$ cat config.mk
export PLATFORM = sky130hd
export DESIGN_NAME = bin_to_bcd_seq
export DESIGN_NICKNAME = d
export VERILOG_FILES = /design/src/rtl/bin_to_bcd_seq_pkg.sv /design/src/rtl/bin_to_bcd_seq_add3.sv /design/src/rtl/bin_to_bcd_seq.sv
export SDC_FILE = /design/constraint.sdc
export NUM_CORES = 1
export LEC_CHECK = 0
export CAP_MARGIN = 25
export CORE_MARGIN = 8
export CORE_UTILIZATION = 57
export CTS_CLUSTER_DIAMETER = 50
export DETAILED_ROUTE_END_ITERATION = 6
export PLACE_DENSITY = 0.81
export SLEW_MARGIN = 20
export SYNTH_ARGS = -nofsm -noshare
export SYNTH_HDL_FRONTEND = slang
export SYNTH_HIERARCHICAL = 1
export SYNTH_SLANG_ARGS = --single-unit
$ cat constraint.sdc
create_clock -name clk -period 2.4 [get_ports clk]
set_input_delay 0.48 -clock clk [delete_from_list [all_inputs] [get_ports clk]]
set_output_delay 0.48 -clock clk [all_outputs]
set_load 0.02 [all_outputs]
$ cat src/rtl/bin_to_bcd_seq_pkg.sv
// bin_to_bcd_seq_pkg: shared FSM state encoding and BCD digit width.
package bin_to_bcd_seq_pkg;
    typedef enum logic [1:0] {IDLE = 2'd0, SHIFT = 2'd1, DONE = 2'd2} state_t;
    localparam int BCD_W = 4;
endpackage

$ cat src/rtl/bin_to_bcd_seq_add3.sv
// bin_to_bcd_seq_add3: double-dabble digit correction, adds 3 when the digit is 5 or more.
module bin_to_bcd_seq_add3 (
    input  logic [3:0] i_d,
    output logic [3:0] o_d
);
    assign o_d = (i_d >= 4'd5) ? i_d + 4'd3 : i_d;
endmodule

$ cat src/rtl/bin_to_bcd_seq.sv
// bin_to_bcd_seq: sequential double-dabble binary-to-BCD converter, one input bit per clock.
module bin_to_bcd_seq
    import bin_to_bcd_seq_pkg::*;
#(
    parameter int W      = 5,
    parameter int DIGITS = 2
) (
    input  logic                    clk,
    input  logic                    rst,
    input  logic                    start,
    input  logic [W-1:0]            bin,
    output logic                    busy,
    output logic                    done,
    output logic [BCD_W*DIGITS-1:0] bcd
);
    localparam int SW = BCD_W * DIGITS;
    localparam int CW = $clog2(W + 1);

    if (10 ** DIGITS <= 2 ** W - 1) begin : g_bad_digits
        $error("bin_to_bcd_seq: DIGITS=%0d too small for W=%0d", DIGITS, W);
    end

    state_t        r_state, w_next;
    logic [CW-1:0] r_cnt;
    logic [SW-1:0] r_scr, r_bcd, w_adj, w_scr;
    logic [W-1:0]  r_sh;
    logic          r_done;

    for (genvar d = 0; d < DIGITS; d++) begin : g_add3
        bin_to_bcd_seq_add3 u_add3 (
            .i_d(r_scr[d*BCD_W +: BCD_W]),
            .o_d(w_adj[d*BCD_W +: BCD_W])
        );
    end

    // The top digit's carry-out is always 0 when DIGITS covers W, so it is dropped.
    assign w_scr = SW'({w_adj, r_sh[W-1]});

    always_comb begin
        w_next = r_state;
        if (r_state == IDLE && start)
            w_next = SHIFT;
        else if (r_state == SHIFT && r_cnt == CW'(1))
            w_next = DONE;
        else if (r_state == DONE)
            w_next = IDLE;
    end

    always_ff @(posedge clk or posedge rst) begin
        if (rst) begin
            r_state <= IDLE;
            r_cnt   <= '0;
            r_scr   <= '0;
            r_sh    <= '0;
            r_bcd   <= '0;
            r_done  <= 1'b0;
        end else begin
            r_state <= w_next;
            r_done  <= 1'b0;
            if (r_state == IDLE && start) begin
                r_sh  <= bin;
                r_scr <= '0;
                r_cnt <= CW'(W);
            end else if (r_state == SHIFT) begin
                r_scr <= w_scr;
                r_sh  <= r_sh << 1;
                r_cnt <= r_cnt - CW'(1);
                if (r_cnt == CW'(1)) begin
                    r_bcd  <= w_scr;
                    r_done <= 1'b1;
                end
            end
        end
    end

    assign busy = (r_state != IDLE);
    assign done = r_done;
    assign bcd  = r_bcd;
endmodule

==> results by group <==
Worst hold path
  – Hold WC Path Type: in -> async

STA
  – Worst slew margin: between 60% and 70%
  – Shortest period the worst path allows: about 2.2 ns
  – Final setup violating endpoints: 0
  – Transition time at the pin with the least slew margin: between 0.4 and 0.5 ns
  – Setup TNS: 0 ns
  – Final hold violation count: 0
  – Final WS setup: between 0.15 and 0.2 ns
  – Share of the clock period used by the worst path: between 90% and 100%
  – Top achievable clock speed: around 450 MHz
  – Setup repair after global routing missed its margin: false
  – Clock Skews: 0.0164 ns
  – Pins Over Slew Limit: 0

Critical path
  – Kind of end point of the critical path: primary output
  – Arrival time of data at the critical path endpoint: around 1.7 ns
  – Category of the critical setup timing path: reg -> out
  – Required arrival time at the worst endpoint: about 1.9 ns
  – Flop2flop setup slack: ~0.81 ns
  – Critical Path Source: r_state[0]
  – Top fanout value on the critical path: 15
  – Worst stage delay on the critical path: 0.54 ns
  – Crit-path cells: or2_2 -> clkdlybuf4s50_1
  – Startpoint of the worst register-to-register path: r_cnt[1]
  – Slowest-stage cell, CP: clkdlybuf4s50_1
  – Worst setup SP type: flip-flop

Placed design
  – Placed insts: 150
  – Area after DPL: about 1500 µm²
  – Post-place setup slack: between 0.5 and 0.6 ns
  – Final RePlAce weighted congestion: just under 0.8
  – # port buffers: 17
  – Dpl hpwl: 1750 µm

Drt
  – 1st-pass router iterations: 4
  – Vias per cell: around 5.5
  – Aggregate routed wire length: roughly 2300 µm
  – Count of nets left with antenna violations after detail routing: 0
  – Avg WL per Cell: approximately 15 µm
  – Total vias in the final route: roughly 850
  – Detailed-route DRC error count: 0
  – Drt initial violations: 30

Clock tree
  – Clock Latency Late Sink: between 0.3 and 0.4 ns
  – Number of gates resized after cts: 0
  – CTS buffer count: 3
  – TritonCTS clock tree: built
  – Maximum level of the CTS H-tree: 1
  – Root buf cell: clkbuf_4
  – Clock Sinks: 27
  – Clock Pin Slew Worst Setup and Hold Paths: roughly 0.15 ns
  – Post-CTS setup buffer count: 0
  – Deepest clock path buffer count: 2
  – Count of hold buffers inserted by post-cts repair: 0

Floorplan
  – Core area: roughly 2200 µm²
  – Horiz. Die Dim: 64.2 µm
  – Row count: 17
  – Initial Util: between 50% and 60%
  – I/O pin total: 18
  – Vertical die dimension: between 60 and 70 µm
  – Die Area: 4130 µm²

Synthesis
  – Net count after synthesis: about 120
  – Post-synthesis average cell area: 12.2 µm²
  – Synthesized area: roughly 1300 µm²
  – Number of warning messages in the yosys log: 6
  – Cell count after synthesis: between 100 and 150

Global route
  – GR Overflow Total: 0
  – Initial antenna violation count: 0
  – Overall routing resource usage: between 10% and 20%
  – Largest net degree at the start of global routing: 28
  – Vias in the first global route: 895
  – Global-route wire length before repair: 4140 µm

Finish
  – Post-synthesis to final-layout area growth: 15.5%
  – Layout cells sized above 1: 19.8%
  – Post-route cell area: 1530 µm²
  – Final cell count without fillers: between 150 and 200
  – Ant. Diodes: 0
  – Number of nets in the layout: 141
  – Filler cell count: ~170

Pwr
  – Static power due to leakage: 0.690 nW
  – Power Density: 1390 nW/µm²
  – Final Power: approximately 2.1 mW
  – Peak VDD IR: 847 µV

Status
  – Outcome: finished clean

Job
  – Reported max-cap violation count: 0
## final cells by class
| type | count | area (µm²) | area share (%) |
|---|---|---|---|
| timing repair buffer | 18 | 178 | 11.6 |
| inverter | 8 | 30.0 | 1.96 |
| tap | 28 | 35.0 | 2.29 |
| multi-input combinational | 69 | 583 | 38.1 |
| clock inverter | 1 | 7.51 | 0.490 |
| clock buffer | 3 | 22.5 | 1.47 |
| sequential | 27 | 676 | 44.1 |
## cell usage in the layout (no fill, tap or decap), types with 4 or more instances in the layout
cell type and n:
dfrtp_1 27, clkdlybuf4s50_1 17, nand2_1 9, mux2_2 8, a22o_1 8, inv_1 8
nand2b_1 6, ha_1 6, o221a_2 5, or4b_1 4
## report_power, final
part           internal, mW  leakage, nW  switching (mW)
sequential            0.668        0.332           0.182
combinational         0.575        0.343           0.511
clock                0.0635       0.0139           0.129
## worst max-delay path: cells and delay by family, from the launching register on
family / cells / cell delay (ns)
and+or+nand+nor: 1 / 0.34
DFF: 1 / 0.53
buffers and inverters: 1 / 0.54
## layer usage
metal	vias up	global-route usage [%]	share of wire, %
met5	-	0	0
met2	10	20.1	49
met1	415	15.6	45
met4	0	4.09	0.60
li1	425	-	-
met3	2	4.18	5.1
## flip-flops by register name (all words and copies together) (netlist names)
signal and count:
r_sh 5, r_cnt 3, r_scr 8, done 1, r_state 2, bcd 8
## path summary, 6_finish.rpt
kind / endpoint / cells after the start
min in group clk: r_scr[5] / 1
min reg2reg: r_scr[5] / 1
min: r_scr[1] / 3
max: busy / 2
max reg2reg: bcd[0] / 4
max in group asynchronous: r_state[1] / 3
## per-stage QoR
| stage | hold WS [ns] | utilization, % |
|---|---|---|
| after global routing | 0.525 | 69.2 |
| after detailed placement | 0.484 | 67.9 |
| after floorplan | 0.466 | - |
| final | 0.500 | 69.2 |
| after global placement | 0.484 | 67.9 |
| after CTS | 0.501 | 69.2 |
No activity file was read; power rests on OpenSTA's default activity.
